**src/rtl/osd_cmd_tx.sv**
```systemverilog
// Transmit end of the 16-bit OSD command channel: serialises requests into held opcode words,
// inserting NOP spacers so consecutive words always differ. Optional macro: OSD_TX_POS_CACHE_EN.
module osd_cmd_tx #(
   parameter int unsigned HOLD_CYCLES = 4,
   parameter logic [15:0] NOP_WORD    = 16'h0000
) (
   input  logic        clk,
   input  logic        reset_n,
   input  logic        req_valid,
   output logic        req_ready,
   input  logic [2:0]  req_type,
   input  logic [4:0]  req_x,
   input  logic [4:0]  req_y,
   input  logic [7:0]  req_data,
   input  logic [7:0]  req_attr,
   output logic [15:0] osd_command,
   output logic        busy
);

   typedef enum logic [1:0] {StIdle, StSpace, StEmit} state_e;

   localparam logic [7:0] HoldReload = 8'(HOLD_CYCLES - 1);

   state_e      state_q, state_d;
   // osd_q doubles as the last-word register: both always hold the word on the wire.
   logic [15:0] osd_q, osd_d;
   logic [7:0]  hold_q, hold_d;
   logic [1:0]  idx_q, idx_d;
   logic [2:0]  cnt_q, cnt_d;
   logic [15:0] words_q [4];
   logic [15:0] words_d [4];
   logic [15:0] list_w [4];
   logic [2:0]  list_n;
   logic [15:0] nxt_word;

`ifdef OSD_TX_POS_CACHE_EN
   logic [4:0] x_cache_q, x_cache_d, y_cache_q, y_cache_d;
   logic       x_vld_q, x_vld_d, y_vld_q, y_vld_d;
   logic       skip_x, skip_y;

   assign skip_x = x_vld_q && (req_x == x_cache_q);
   assign skip_y = y_vld_q && (req_y == y_cache_q);
`endif

   // Word list for the request currently presented on req_*.
   always_comb begin
      list_w = '{default: '0};
      list_n = 3'd0;
      unique case (req_type)
         3'd0: begin list_w[0] = {8'h01, 7'b0, req_data[0]}; list_n = 3'd1; end
         3'd1: begin list_w[0] = {8'h02, 7'b0, req_data[0]}; list_n = 3'd1; end
         3'd2: begin
`ifdef OSD_TX_POS_CACHE_EN
            unique case ({skip_x, skip_y})
               2'b00: begin
                  list_w = '{{8'h10, 3'b0, req_x}, {8'h11, 3'b0, req_y},
                             {8'h12, req_data}, {8'h13, req_attr}};
                  list_n = 3'd4;
               end
               2'b01: begin
                  list_w = '{{8'h10, 3'b0, req_x}, {8'h12, req_data}, {8'h13, req_attr}, 16'h0};
                  list_n = 3'd3;
               end
               2'b10: begin
                  list_w = '{{8'h11, 3'b0, req_y}, {8'h12, req_data}, {8'h13, req_attr}, 16'h0};
                  list_n = 3'd3;
               end
               default: begin
                  list_w = '{{8'h12, req_data}, {8'h13, req_attr}, 16'h0, 16'h0};
                  list_n = 3'd2;
               end
            endcase
`else
            list_w = '{{8'h10, 3'b0, req_x}, {8'h11, 3'b0, req_y},
                       {8'h12, req_data}, {8'h13, req_attr}};
            list_n = 3'd4;
`endif
         end
         3'd3: begin list_w[0] = 16'h2001; list_n = 3'd1; end
         3'd4: begin list_w[0] = {8'h21, req_data}; list_n = 3'd1; end
         default: list_n = 3'd0;
      endcase
   end

   assign nxt_word = words_q[idx_q + 2'd1];

   // LOAD and CHECK are folded into the transitions so the first word lands on the accept edge.
   always_comb begin
      state_d = state_q;
      osd_d   = osd_q;
      hold_d  = hold_q;
      idx_d   = idx_q;
      cnt_d   = cnt_q;
      words_d = words_q;
      unique case (state_q)
         StIdle: begin
            if (req_valid) begin
               words_d = list_w;
               cnt_d   = list_n;
               idx_d   = 2'd0;
               hold_d  = HoldReload;
               if (list_n != 3'd0) begin
                  if (list_w[0] == osd_q) begin
                     state_d = StSpace;
                     osd_d   = NOP_WORD;
                  end else begin
                     state_d = StEmit;
                     osd_d   = list_w[0];
                  end
               end
            end
         end
         StSpace: begin
            if (hold_q != 8'd0) begin
               hold_d = hold_q - 8'd1;
            end else begin
               hold_d  = HoldReload;
               state_d = StEmit;
               osd_d   = words_q[idx_q];
            end
         end
         StEmit: begin
            if (hold_q != 8'd0) begin
               hold_d = hold_q - 8'd1;
            end else begin
               idx_d  = idx_q + 2'd1;
               hold_d = HoldReload;
               if (({1'b0, idx_q} + 3'd1) < cnt_q) begin
                  if (nxt_word == osd_q) begin
                     state_d = StSpace;
                     osd_d   = NOP_WORD;
                  end else begin
                     state_d = StEmit;
                     osd_d   = nxt_word;
                  end
               end else begin
                  state_d = StIdle;
               end
            end
         end
         default: state_d = StIdle;
      endcase
   end

`ifdef OSD_TX_POS_CACHE_EN
   // A fresh word always differs from osd_q, so a change on osd_d marks an emission.
   always_comb begin
      x_cache_d = x_cache_q;
      y_cache_d = y_cache_q;
      x_vld_d   = x_vld_q;
      y_vld_d   = y_vld_q;
      if (osd_d != osd_q && osd_d[15:8] == 8'h10) begin
         x_cache_d = osd_d[4:0];
         x_vld_d   = 1'b1;
      end
      if (osd_d != osd_q && osd_d[15:8] == 8'h11) begin
         y_cache_d = osd_d[4:0];
         y_vld_d   = 1'b1;
      end
   end

   always_ff @(posedge clk or negedge reset_n) begin
      if (!reset_n) begin
         x_cache_q <= 5'd0;
         y_cache_q <= 5'd0;
         x_vld_q   <= 1'b0;
         y_vld_q   <= 1'b0;
      end else begin
         x_cache_q <= x_cache_d;
         y_cache_q <= y_cache_d;
         x_vld_q   <= x_vld_d;
         y_vld_q   <= y_vld_d;
      end
   end
`endif

   always_ff @(posedge clk or negedge reset_n) begin
      if (!reset_n) begin
         state_q <= StIdle;
         osd_q   <= NOP_WORD;
         hold_q  <= 8'd0;
         idx_q   <= 2'd0;
         cnt_q   <= 3'd0;
         words_q <= '{default: '0};
      end else begin
         state_q <= state_d;
         osd_q   <= osd_d;
         hold_q  <= hold_d;
         idx_q   <= idx_d;
         cnt_q   <= cnt_d;
         words_q <= words_d;
      end
   end

   assign osd_command = osd_q;
   assign req_ready   = (state_q == StIdle);
   assign busy        = (state_q != StIdle);

endmodule

```
**config.mk**
```make
export PLATFORM = sky130hd
export DESIGN_NAME = osd_cmd_tx
export DESIGN_NICKNAME = d
export VERILOG_FILES = /design/src/rtl/osd_cmd_tx.sv
export SDC_FILE = /design/constraint.sdc
export NUM_CORES = 1
export LEC_CHECK = 0
export ABC_AREA = 1
export BUFFER_PORTS_ARGS = -buffer_cell sky130_fd_sc_hd__buf_2
export CAP_MARGIN = 20
export CORE_UTILIZATION = 33
export CTS_CLUSTER_DIAMETER = 60
export DETAILED_ROUTE_END_ITERATION = 6
export PLACE_DENSITY_LB_ADDON = 0.12
export SETUP_SLACK_MARGIN = 0.5
export SLEW_MARGIN = 25
export SYNTH_ARGS = -nofsm -noshare
export SYNTH_HDL_FRONTEND = slang
export SYNTH_SLANG_ARGS = --single-unit
export TNS_END_PERCENT = 30
```
**constraint.sdc**
```tcl
create_clock -name clk -period 3.46 [get_ports clk]
set_input_delay 0.173 -clock clk [delete_from_list [all_inputs] [get_ports clk]]
set_output_delay 0.173 -clock clk [all_outputs]
set_load 0.02 [all_outputs]
```
* Word level (Yosys, flattened, before mapping)
Cells that the tools add are included.
Widths: inputs -> output; s select.
** Word-level totals
- Register bits after elaboration :: 95
- Bits in latches :: 0
- Bits in writable memories :: 0
- ROM bits :: 0
- Word-level logic and storage cells :: 76
- Memories :: 0
** Cells by class
- $add $sub $neg :: 3
- Multiply operators :: 0
- Div/mod/pow operators :: 0
- Order comparisons :: 3
- Eq/ne operators :: 13
- Shift-type cells :: 0
- Multiplexer cells :: 31
- Bitwise gates (word level) :: 2
- Reductions and logical operators :: 15
** Operators by type and width (count)
- $mux 16 :: 11
- $pmux 14 s5 :: 1
- $bmux 16 s2 :: 2
- $pmux 16 s3 :: 1
- $mux 45 :: 1
- $eq 16x16->1 :: 2
- $mux 2 :: 9
- $mux 8 :: 2
- $pmux 8 s2 :: 1
- $ne 2x2->1 const B :: 4
- $reduce_bool 8->1 :: 1
- $sub 8x1->8 const B :: 1
- $eq 3x2->1 const B :: 2
- $ge 3x3->1 const B :: 2
- $not 2->3 :: 2
- $pmux 2 s3 :: 1
- $pmux 3 s2 :: 1
- $reduce_and 6->1 :: 1
- $reduce_bool 2->1 :: 3
- $reduce_bool 3->1 :: 2
- $pmux 2 s2 :: 1
- $reduce_and 2->1 :: 2
- $reduce_and 4->1 :: 1
- $reduce_or 4->1 :: 1
- other kinds (12) :: 12

* Longest topological paths before layout
Gate-level depths: netlist (run 1).
- Word-level depth :: 10
- Mapped depth :: 16
- Gate-level depth less buffers :: 15

* Worst setup path before layout (run 1)
OpenSTA, ideal clock, no wires.
- Path type :: register -> register
- Start :: reg state_q[0]
- End :: reg osd_q[0], in the netlist osd_command[0]
- Arrival :: 2.066 ns
- Required time :: 3.394 ns
- Slack :: 1.329 ns
- Cell stages (with the launch flop) :: 13
- Cells stage by stage :: dfrtp_1 > inv_1 > ha_1 > inv_1 > or2_2 > o31ai_1 > nor2_1 > nand2_1 > a21oi_1 > inv_1 > clkbuf_1 > nand2_1 > nand2_1
** Between the ends
- Word-level cells in the longest chain between the ends :: 3
- Elaborated cells between the ends (all ways) :: 11
- Classes of those cells :: eq/ne (7); mux (1); reduce/logical (3)
** RTL lines
- start, declared :: RTL line 24 : state_e state_q, state_d;
- start signal, assigned :: RTL line 179 : state_q <= StIdle;
- start signal, assigned :: RTL line 186 : state_q <= state_d;
- $logic_not 2->1 *
- net req_ready :: RTL line 10 : output logic req_ready,
- $ne 2x1->1 (no source line), or another cell as far along
- $reduce_and 6->1 (no source line)
- end signal, assigned :: RTL line 187 : osd_q <= osd_d;
- end, declared :: RTL line 26 : logic [15:0] osd_q, osd_d;
The timed path passes the listed nets; every way through them passes the cells marked *.
A chain may end at the register's enable or synchronous reset.

* Worst setup path in the final report (run 1)
- Start :: reg idx_q[0]
- End :: reg osd_q[7], in the netlist osd_command[7]
** Between the ends
- Word-level cells in the longest chain between the ends :: 10
- Elaborated cells between the ends (all ways) :: 19
- Classes of those cells :: add/sub (2); order compare (1); eq/ne (2); mux (11); bitwise (2); reduce/logical (1)
** RTL lines
- start, declared :: RTL line 28 : logic [1:0] idx_q, idx_d;
- start signal, assigned :: RTL line 189 : idx_q <= idx_d;
- $add 2x1->2 :: RTL line 85 : assign nxt_word = words_q[idx_q + 2'd1];
- $not 2->3 (implied by the code) :: RTL line 85
- $bmux 16 s2 :: RTL line 85
- $mux 16 (implied by the code) (2 in series) :: RTL line 85
- $eq 16x16->1 :: RTL line 129 : if (nxt_word == osd_q) begin
- $mux 16 :: RTL line 129
- $mux 16 :: RTL line 128 : if (({1'b0, idx_q} + 3'd1) < cnt_q) begin
- $mux 16 :: RTL line 123 : if (hold_q != 8'd0) begin
- $pmux 16 s3 :: RTL line 95 : unique case (state_q)
Several ways; a longest one is shown, not always the timed one. The select of a mux whose other input is x is not followed.

==> summary.md, run 1 <==
| Metric | Value |
|---|---|
| Die Ht | `112.5 um` |
| Layout cells sized above 1 | `0.1156` |
| Placeable Area | `0.01196 mm2` |
| Max VDD drop | `0.2957 mV` |
| Max Fclk | `379.5 MHz` |
| Total gr overflow | `0` |
| Synth-to-Final Area Change | `16.97%` |
| RSZ-0062 raised after global routing | `false` |
| Status | `completed` |
| Final hold violations | `0` |
| I/O pins | `50` |
| Routed wire per std cell | `15.53 um` |
| Seq/Total Area, Yosys | `0.3661` |
| Least-Margin Pin Slew | `0.5700 ns` |
| CP max stage delay | `0.37 ns` |
| CTS buffer count | `9` |
| Total wire length | `12770 um` |
| Arrival time of the worst setup path | `2.86 ns` |
| Most common cell after layout, fill and taps aside | `nand2_1` |
| Antenna cell count | `0` |
| Placed insts | `805` |
| Vias/cell | `5.034` |
| Initial antenna violation count | `0` |
| Total Power | `3974 uW` |
| Worst Setup Start Kind | `flip-flop` |
| Reg area | `0.001476 mm2` |
| CTS root buf | `clkbuf_16` |
| Global-route wire length before repair | `21010 um` |
| Slowest CP cell | `nor2_2` |
| Fillers | `1311` |
| DRC viols | `0` |
| HPWL after DPL | `9663 um` |
| Hold worst-path end | `words_q[1]` |
| Cell repeated most along the worst path | `nand2_1` |
| Synth area leader | `dfrtp_1` |
| Initial Utilization | `0.3371` |
| Clk sinks | `59` |
| Hold slack | `0.05382 ns` |
| Critical path class | `flip-flop to flip-flop` |
| Post-CTS Setup Bufs | `0` |
| Syn. warnings | `0` |
| Worst r2r path cells | `11` |
| Clock-pin slew on the worst setup and hold paths | `0.06 ns` |
| Die area | `0.01267 mm2` |
| Most frequent cells in the layout | `nand2_1, nand3_1, inv_1` |
| Reg-to-reg startpoint | `idx_q[0]` |
| Origin of the worst min-delay path | `req_attr[1]` |
| Via count | `4138` |
| Ranking of synthesized cells by area | `dfrtp_1, nand2_1, nand3_1` |
| Post-synthesis cell area | `0.004033 mm2` |
| Global Route Usage Sum | `0.2189` |
| Footprint of the multi-input gates | `0.002171 mm2` |
| Pre-antenna DRT Iters | `5` |
| Max Buffers Root-to-Sink | `2` |
| Min Tclk post-route | `2.635 ns` |
| Row count | `40` |
| Internal Pwr Total | `2157 uW` |
| FFs w/ async S/R, synth | `1.000` |
| FF+latch count, synth | `59` |
| Post-route antenna net violation count | `0` |
| Library cells used by synthesis | `31` |
| Number of nets in the layout | `710` |
| R2R Setup Slk | `0.83 ns` |
| Placed Instance Area | `0.004367 mm2` |
| H-tree depth | `3` |
| Post-synthesis instance total | `633` |
| Post-synth top area share | `0.3661` |
| CTS tree | `done` |
| Min-Delay Path Class | `input pin to flip-flop` |
| Largest net degree at the start of global routing | `39` |
| Worst path bufs/invs | `5` |
| Crit share post-route | `0.7615` |
| Final TNS setup | `0 ns` |
| Top FF cell, synth | `dfrtp_1` |
| Req. time, crit path | `3.69 ns` |
| Leak pwr | `0.002529 uW` |
| Reg2Reg Capture Point | `osd_command[7]` |
| PD cells | `842.5 mW/mm2` |
| Crit Path Max Fanout | `38` |
| Crit path max-delay family | `buffers and inverters` |
| Slew margin rel. | `0.6196` |
| Sw Pwr | `1817 uW` |
| Design area | `0.004717 mm2` |
| Sw frac | `0.4572` |
| Gpl congestion | `0.9068` |
| Layout Skew | `0.009705 ns` |
| Avg Synthesized Cell Area | `6.371 um2` |
| Max-cap violation count | `0` |
| DRC violation total after the first TritonRoute iteration | `189` |
| CP Cell Sequence | `buf_4, inv_2, nor2_2, nand2_1, a21oi_1, inv_1, a21oi_1, buf_4, inv_1, nand2_1, nand2_1` |
| Vias in the first global route | `3977` |
| Worst skew pair latency | `0.34 ns` |
| Final std cells w/o fill | `822` |
| Clock share of power | `0.252` |
| IO buf count | `45` |
| Slew Limit Fails | `0` |
| Hold depth | `3` |
| Stages on the worst setup path | `11` |
| Setup violators final | `0` |
| Die span in x | `112.5 um` |
| Endpoint class of the critical path | `flip-flop` |
| Number of flops mapped to enable cells by yosys | `0` |
| Gate power share | `0.478` |
| Sequential share of power | `0.271` |
## what timing repair did
action | 4_1_cts | 5_1_grt
hold buffers | 0 | 1
endpoints found under the setup margin | 0 | 13
gates resized for setup | 0 | 3
hold endpoints to repair | 0 | 36
## per-stage QoR
step	worst slack (ns)	util
after floorplan	1.329	-
after global routing	0.5044	0.3944
after CTS	0.6082	0.3926
final	0.8250	0.3944
after global placement	0.7167	0.3651
after detailed placement	0.6307	0.3651
## metal layers
layer  share of wire  track usage  vias to the layer above
li1                -            -                     2077
met1            0.47       0.2831                     1962
met2            0.47       0.3646                       83
met3           0.038      0.04158                       16
met4           0.020      0.07644                        0
met5               0            0                        -
## flip-flops by register name, indices dropped and copies added, names as in the netlist
signal,cells
osd_command,12
words_q,33
state_q,2
hold_q,8
idx_q,2
cnt_q,2
## final cells by class
cell class,count,share of cell area
Clock buffer,12,0.05438
Clock inverter,4,0.01538
Inverter,68,0.05491
Multi-Input combinational cell,478,0.4602
Sequential cell,59,0.3130
Tap cell,147,0.03899
Timing Repair Buffer,54,0.06313
## kinds of logic after synthesis
family,after synthesis,share of synthesized area
xor gates and xnor gates,7,0.01520
buffers and inverters,99,0.1008
AOI/OAI and AO/OA,65,0.08750
other,1,0.0009299
adders and majority gates,8,0.02482
and+or+nand+nor,394,0.4046
DFF,59,0.3661
## power groups by stage
stage	sequential, uW	combinational, uW	clock [uW]
after detailed placement	1080	1900	0
after floorplan	1090	1330	0
after CTS	1080	1900	1020
after global routing	1110	2170	1060
after global placement	1090	1890	0
final	1080	1900	1000
## worst min-delay path, stage by stage
cell and delay, ns:
buf_2 0.08, nand3_1 0.06, nand2_1 0.05
## cells in the mapped netlist (7+ instances only)
| cell | n |
|---|---|
| dfrtp_1 | 59 |
| nor3_1 | 7 |
| a21oi_1 | 22 |
| inv_1 | 64 |
| clkbuf_1 | 16 |
| nor2_1 | 35 |
| nand2_1 | 252 |
| buf_2 | 7 |
| buf_4 | 7 |
| nand3_1 | 89 |
| ha_1 | 8 |
| o21ai_0 | 30 |
## worst max-delay path by stage
stage	slack [ns]	from	endpoint
after global routing	0.50	idx_q[0]	osd_command[0]
after CTS	0.61	idx_q[1]	osd_command[12]
after detailed placement	0.63	idx_q[1]	osd_command[12]
after global placement	0.72	idx_q[1]	osd_command[2]
final	0.83	idx_q[0]	osd_command[7]
after floorplan	1.33	state_q[0]	osd_command[0]
Power figures use the tool's default switching activity.
==> run 2: changes to the inputs <==
--- a/config.mk
+++ b/config.mk
@@ -5,7 +5,7 @@
 export SDC_FILE = /design/constraint.sdc
 export NUM_CORES = 1
 export LEC_CHECK = 0
-export ABC_AREA = 1
+export ABC_AREA = 0
 export BUFFER_PORTS_ARGS = -buffer_cell sky130_fd_sc_hd__buf_2
 export CAP_MARGIN = 20
 export CORE_UTILIZATION = 33
==> constraint.sdc (replaced) <==
create_clock -name clk -period 2.7 [get_ports clk]
set_input_delay 0.135 -clock clk [delete_from_list [all_inputs] [get_ports clk]]
set_output_delay 0.135 -clock clk [all_outputs]
set_load 0.02 [all_outputs]
==> run 2 against run 1 <==
Sequential cell count is the same. Wire length down 8.9%. Final cell count down 25%. Register-to-register slack got worse by 0.70 ns. Global-route usage down 1.7 points. Clock power barely moved. Sequential power is 36% higher. Synthesized cell count fell by 36%. Hold slack worse by 0.041 ns. Power up 28%. Sequential share of layout area fell by 1.2 points. Largest cell class unchanged. Highest routed layer unchanged.
==> summary.md, run 2 <==
| Metric | Value |
|---|---|
| Status | `completed` |
| H-tree depth | `3 (unchanged)` |
| FF+latch count, synth | `59 (unchanged)` |
| HPWL after DPL | `8337 um (-14%)` |
| Min Tclk post-route | `2.572 ns (-0.06295 ns)` |
| Total gr overflow | `0 (unchanged)` |
| Die area | `0.01222 mm2 (-3.5%)` |
| Synth-to-Final Area Change | `26.10%` |
| Antenna cell count | `0 (unchanged)` |
| Vias/cell | `5.403 (+7.3%)` |
| Setup violators final | `0 (unchanged)` |
| Top FF cell, synth | `dfrtp_1` |
| Final TNS setup | `0 ns (unchanged)` |
| Most frequent cell after synthesis | `dfrtp_1` |
| RSZ-0062 raised after global routing | `true` |
| Critical path class | `flip-flop to flip-flop` |
| Layout Skew | `0.009332 ns (-0.0003731 ns)` |
| Max Fclk | `388.8 MHz (+2.4%)` |
| Max Buffers Root-to-Sink | `2 (unchanged)` |
| Slew Limit Fails | `0 (unchanged)` |
| Placeable Area | `0.01147 mm2 (-4.1%)` |
| Post-synthesis cell area | `0.003887 mm2 (-3.6%)` |
| Fillers | `1126 (-14%)` |
| CP Cell Sequence | `buf_6, buf_12, mux2_4, a221o_1, a211oi_2, nor4b_4, a21boi_2, and3_4, a221o_1` |
| DRC viols | `0 (unchanged)` |
| IO buf count | `45 (unchanged)` |
| Number of nets in the layout | `514 (-28%)` |
| Pre-antenna DRT Iters | `4 (-1)` |
| Reg area | `0.001476 mm2 (unchanged)` |
| Cell repeated most along the worst path | `a221o_1` |
| Via count | `3350 (-19%)` |
| Clk sinks | `59 (unchanged)` |
| Largest Register | `words_q` |
| Avg Synthesized Cell Area | `9.575 um2 (+50%)` |
| Total wire length | `11640 um (-8.9%)` |
| DRC violation total after the first TritonRoute iteration | `197 (+4.2%)` |
| Post-route antenna net violation count | `0 (unchanged)` |
| Total Power | `5069 uW (+28%)` |
| Post-synthesis instance total | `406 (-36%)` |
| Endpoint class of the critical path | `flip-flop` |
| CTS tree | `done` |
| Placed insts | `594 (-26%)` |
| Gpl congestion | `0.8336 (-8.1%)` |
| CTS root buf | `clkbuf_16` |
| I/O pins | `50 (unchanged)` |
| Synth area leader | `dfrtp_1` |
| Largest net degree at the start of global routing | `60 (+54%)` |
| CTS buffer count | `9 (unchanged)` |
| Number of flops mapped to enable cells by yosys | `0 (unchanged)` |
| Max-cap violation count | `0 (unchanged)` |
| Global-route wire length before repair | `18850 um (-10%)` |
| Vias in the first global route | `3305 (-17%)` |
| Most frequent cells in the layout | `dfrtp_1, buf_2, buf_4` |
| Crit share post-route | `0.9526 (+0.1910)` |
| Crit Path Max Fanout | `18 (-53%)` |
| Die Ht | `110.5 um (-1.8%)` |
| Footprint of the multi-input gates | `0.002323 mm2 (+7.0%)` |
| Die span in x | `110.5 um (-1.8%)` |
| Syn. warnings | `0 (unchanged)` |
| Leak pwr | `0.002096 uW (-17%)` |
| Final core occ | `0.4275 (+0.03314)` |
| Ranking of synthesized cells by area | `dfrtp_1, a22o_1, mux4_2` |
| Commonest cells post-synth | `dfrtp_1, nor2_1, nand2_1, o21ai_0, a22o_1` |
| Routed wire per std cell | `18.77 um (+21%)` |
| Post-synth top area share | `0.3798 (+0.01367)` |
| Initial Utilization | `0.3390 (+0.001873)` |
| Arrival time of the worst setup path | `2.78 ns (-0.08 ns)` |
| Layout cells sized above 1 | `0.2788 (+0.1633)` |
| Most common cell after layout, fill and taps aside | `dfrtp_1` |
| Global Route Usage Sum | `0.2022 (-0.01666)` |
| Max reg flops | `33 (unchanged)` |
| Initial antenna violation count | `0 (unchanged)` |
| Seq/Total Area, Yosys | `0.3798 (+0.01367)` |
| PD cells | `1034 mW/mm2 (+23%)` |
| Row count | `39 (-2.5%)` |
| Library cells used by synthesis | `64 (+110%)` |
| CP max stage delay | `0.41 ns (+0.04 ns)` |
| Min-Delay Path Class | `input pin to flip-flop` |
| Max VDD drop | `0.5017 mV (+70%)` |
| Slowest CP cell | `dfrtp_1` |
| FFs w/ async S/R, synth | `1.000 (unchanged)` |
| Req. time, crit path | `2.91 ns (-0.78 ns)` |
| Clock-pin slew on the worst setup and hold paths | `0.05 ns (about the same)` |
| Final hold violations | `0 (unchanged)` |
| Final std cells w/o fill | `620 (-25%)` |
| Worst Setup Start Kind | `flip-flop` |
| Worst skew pair latency | `0.34 ns (about the same)` |
==> run 2: cell count changes after synthesis, sizes merged, moves of 9 or more <==
cell    change
a22o       +24
nor2b      +11
mux4        +9
mux2i       +9
nand3b     +10
inv        -54
nand3      -78
nand2b     +10
nand2     -227
==> run 2: worst max-delay path: cells and delay by family (launching register included) <==
| family | cells | cell delay (ns) |
|---|---|---|
| AO/OA/AOI/OAI | 4 | 0.94 |
| flip-flops | 1 | 0.41 |
| multiplexers | 1 | 0.30 |
| AND/OR/NAND/NOR | 2 | 0.50 |
| buffers and inverters | 2 | 0.29 |
==> run 2: through the flow <==
stage / setup WS, ns / hold WS [ns] / instance area [um2]
after CTS: 0.1303 / 0.004963 / 4825
after global placement: 0.07440 / 0.1819 / 4423
after global routing: 0.002210 / 0.01853 / 4902
final: 0.1280 / 0.01328 / 4902
after floorplan: 0.1745 / -0.1606 / 3919
after detailed placement: 0.001870 / 0.1792 / 4423
==> run 2: per-layer routing <==
| layer | track usage | wire (um) |
|---|---|---|
| met1 | 0.2860 | 5622 |
| met2 | 0.3019 | 5294 |
| met3 | 0.03513 | 447 |
| met4 | 0.08889 | 273 |
| met5 | 0 | 0 |
==> run 2: final cells by class <==
cell class,count,area share
multi-input combinational,306,0.4740
sequential,59,0.3012
timing repair buffer,87,0.1302
clock buffer,14,0.04977
tap,143,0.03650
inverter,11,0.008423
==> run 2: final timing paths <==
| check | startpoint | to | slack [ns] | cells past startpoint |
|---|---|---|---|---|
| max | idx_q[0] | osd_command[2] | 0.13 | 9 |
| min | req_y[3] | words_q[35] | 0.01 | 2 |
| max in group asynchronous | reset_n | osd_command[1] | 2.07 | 3 |
| max reg2reg | idx_q[0] | osd_command[2] | 0.13 | 9 |
| min in group asynchronous | reset_n | words_q[57] | 0.35 | 3 |
| min reg2reg | words_q[52] | words_q[52] | 0.52 | 2 |
==> run 2: timing repair <==
item,4_1_cts,5_1_grt
endpoints found under the setup margin,14,18
pin swaps,10,3
hold buffers,1,0
buffers inserted,9,1
gates resized for setup,17,9
hold endpoints to repair,59,0
gates cloned,0,1
==> run 2: cell families (layout without fill, tap and decap cells) <==
family,count (synthesis),in the layout,share of synthesized area
flip-flops,59,59,0.3798
multiplexers,25,25,0.09849
adder cells (fa/ha/maj),8,8,0.02575
XOR/XNOR,20,20,0.04506
AO/OA/AOI/OAI,113,113,0.2024
buffers and inverters,44,112,0.05117
other,1,4,0.0009646
AND/OR/NAND/NOR,136,136,0.1963
==> run 2: power by group <==
part           internal [uW]  switching, uW  total [uW]
registers               1140            327        1470
clock network            611            393        1000
logic                   1210           1380        2600
==> run 3: changes to the inputs <==
--- a/config.mk
+++ b/config.mk
@@ -8,7 +8,7 @@
 export ABC_AREA = 0
 export BUFFER_PORTS_ARGS = -buffer_cell sky130_fd_sc_hd__buf_2
 export CAP_MARGIN = 20
-export CORE_UTILIZATION = 33
+export CORE_UTILIZATION = 54
 export CTS_CLUSTER_DIAMETER = 60
 export DETAILED_ROUTE_END_ITERATION = 6
 export PLACE_DENSITY_LB_ADDON = 0.12
==> run 3 against run 2 <==
Wire length decreased by 10%. Design area decreased by 1.8%. Sequential cell count unchanged. Hold slack got worse by 0.0079 ns. Non-clock buffer count decreased by 3. Die area decreased by 38%. First-iteration DRC count increased by 52%. Clock skew increased by 0.0017 ns. Setup slack got worse by 0.11 ns. Largest power group unchanged. Highest routed layer unchanged.
==> summary.md, run 3 (synthesis results as in run 2) <==
| Metric | Value |
|---|---|
| Worst skew pair latency | `0.35 ns (about the same)` |
| Reg-to-reg startpoint | `idx_q[0]` |
| Endpoint class of the critical path | `flip-flop` |
| Worst Setup Start Kind | `flip-flop` |
| Total Power | `5019 uW (-0.99%)` |
| Largest Register | `words_q` |
| Min Tclk post-route | `2.678 ns (+0.1062 ns)` |
| Req. time, crit path | `2.93 ns (+0.02 ns)` |
| Most common cell after layout, fill and taps aside | `dfrtp_1` |
| Crit share post-route | `0.9919 (+0.03933)` |
| Reg2Reg Capture Point | `osd_command[3]` |
| Clk sinks | `59 (unchanged)` |
| Total wire length | `10440 um (-10%)` |
| Least-Margin Pin Slew | `0.6726 ns` |
| Slew margin rel. | `0.5516` |
| Global Route Usage Sum | `0.2929 (+0.09069)` |
| Max-cap violation count | `0 (unchanged)` |
| DRC viols | `0 (unchanged)` |
| Most frequent cells in the layout | `dfrtp_1, buf_2, buf_4` |
| Post-route antenna net violation count | `0 (unchanged)` |
| DRC violation total after the first TritonRoute iteration | `300 (+52%)` |
| Worst r2r path cells | `9 (unchanged)` |
| Max Fclk | `373.4 MHz (-4.0%)` |
| CTS root buf | `clkbuf_8` |
| Worst path bufs/invs | `1 (-1)` |
| Final hold violations | `0 (unchanged)` |
| Origin of the worst min-delay path | `req_attr[6]` |
| Min-Delay Path Class | `input pin to flip-flop` |
| Routed wire per std cell | `18.26 um (-2.7%)` |
| Largest net degree at the start of global routing | `32 (-47%)` |
| Status | `completed` |
| Hold worst-path end | `words_q[6]` |
| IO buf count | `45 (unchanged)` |
| Total gr overflow | `0 (unchanged)` |
| Crit Path Max Fanout | `12 (-6)` |
| Number of nets in the layout | `511 (-0.58%)` |
| Leak pwr | `0.002063 uW (-1.6%)` |
| Max reg flops | `33 (unchanged)` |
| Antenna cell count | `0 (unchanged)` |
| Vias in the first global route | `3185 (-3.6%)` |
| RSZ-0062 raised after global routing | `true` |
| PD cells | `1043 mW/mm2 (+0.87%)` |
| Gpl congestion | `0.9048 (+8.5%)` |
| Via count | `3494 (+4.3%)` |
| Row count | `30 (-23%)` |
| I/O pins | `50 (unchanged)` |
| Die Ht | `86.85 um (-21%)` |
| Arrival time of the worst setup path | `2.91 ns (+0.13 ns)` |
| Hold depth | `2 (unchanged)` |
| CTS buffer count | `9 (unchanged)` |
| Crit path max-delay family | `simple AND/OR/NAND/NOR gates` |
| Pre-antenna DRT Iters | `5 (+1)` |
| Initial antenna violation count | `0 (unchanged)` |
| Layout cells sized above 1 | `0.2941 (+0.01529)` |
| H-tree depth | `3 (unchanged)` |
| Max VDD drop | `0.5845 mV (+17%)` |
| Global-route wire length before repair | `16450 um (-13%)` |
| Synth-to-Final Area Change | `23.79%` |
| CP Cell Sequence | `ha_4, buf_12, mux4_2, xnor2_2, nand4b_1, nor4b_4, a21boi_2, and3_4, a221o_1` |
| Placeable Area | `0.006869 mm2 (-40%)` |
| Clock-pin slew on the worst setup and hold paths | `0.07 ns (+0.02 ns)` |
| Die area | `0.007542 mm2 (-38%)` |
| Critical path class | `flip-flop to flip-flop` |
| Max Buffers Root-to-Sink | `2 (unchanged)` |
| Vias/cell | `6.108 (+13%)` |
| Setup violators final | `0 (unchanged)` |
| Die span in x | `86.85 um (-21%)` |
| CTS tree | `done` |
| CP max stage delay | `0.43 ns (+0.02 ns)` |
| R2R Setup Slk | `0.02 ns (-0.11 ns)` |
| Layout Skew | `0.01106 ns (+0.001729 ns)` |
| Slew Limit Fails | `0 (unchanged)` |
| Hold slack | `0.005380 ns (-0.007903 ns)` |
| Slowest CP cell | `dfrtp_1` |
| Initial Utilization | `0.5659 (+0.2269)` |
| HPWL after DPL | `7079 um (-15%)` |
[run 3: repair_timing]
action	4_1_cts	5_1_grt
resized for setup	10	12
endpoints found under the setup margin	14	18
pin swaps	5	9
hold buffers	2	0
endpoints found under the hold margin	23	0
setup buffers	2	4
gates cloned	1	0
[run 3: worst max-delay path by stage]
| stage | from | endpoint | slack (ns) | cells past startpoint |
|---|---|---|---|---|
| finish | idx_q[0] | osd_command[3] | 0.02 | 9 |
| global route | idx_q[0] | osd_command[1] | -0.07 | 9 |
| CTS | idx_q[0] | osd_command[3] | 0.1 | 9 |
| detailed placement | idx_q[1] | osd_command[8] | -0.06 | 9 |
| global placement | idx_q[1] | osd_command[12] | 0.05 | 9 |
| floorplan | idx_q[0] | osd_command[1] | 0.17 | 10 |
[run 3: layout make-up]
type	count	area, um2
multi-input cells	306	2340
fillers	550	2057
flip-flops and latches	59	1476
repair buffers	84	584.3
clock buffers	10	137.6
well taps	96	120.1
clock inverters	6	112.6
inverters	11	41.29
[run 3: per-stage QoR]
step / cells / cell area (um2) / TNS [ns] / utilization / worst slack, ns
floorplan: 409 / 3919 / 0 / - / 0.1745
global placement: 547 / 4339 / 0 / 0.6317 / 0.04523
detailed placement: 547 / 4339 / -0.2560 / 0.6317 / -0.05878
CTS: 568 / 4722 / 0 / 0.6874 / 0.09637
global route: 572 / 4812 / -0.2211 / 0.7005 / -0.07176
finish: 572 / 4812 / 0 / 0.7005 / 0.02180
[run 3: power breakdown]
part / internal, uW / leakage (uW) / switching [uW] / total [uW]
Clock: 638 / 0.000115 / 386 / 1020
Combinational: 1180 / 0.00117 / 1370 / 2550
Sequential: 1140 / 0.000776 / 309 / 1450
[run 3: per-layer routing]
metal,vias up,wire length (um),part of all wire,global-route usage
met5,-,0,0,0
met4,0,229,0.022,0.09848
met3,22,698,0.067,0.04095
met2,142,4773,0.46,0.4510
met1,1704,4742,0.45,0.4256
li1,1626,-,-,-
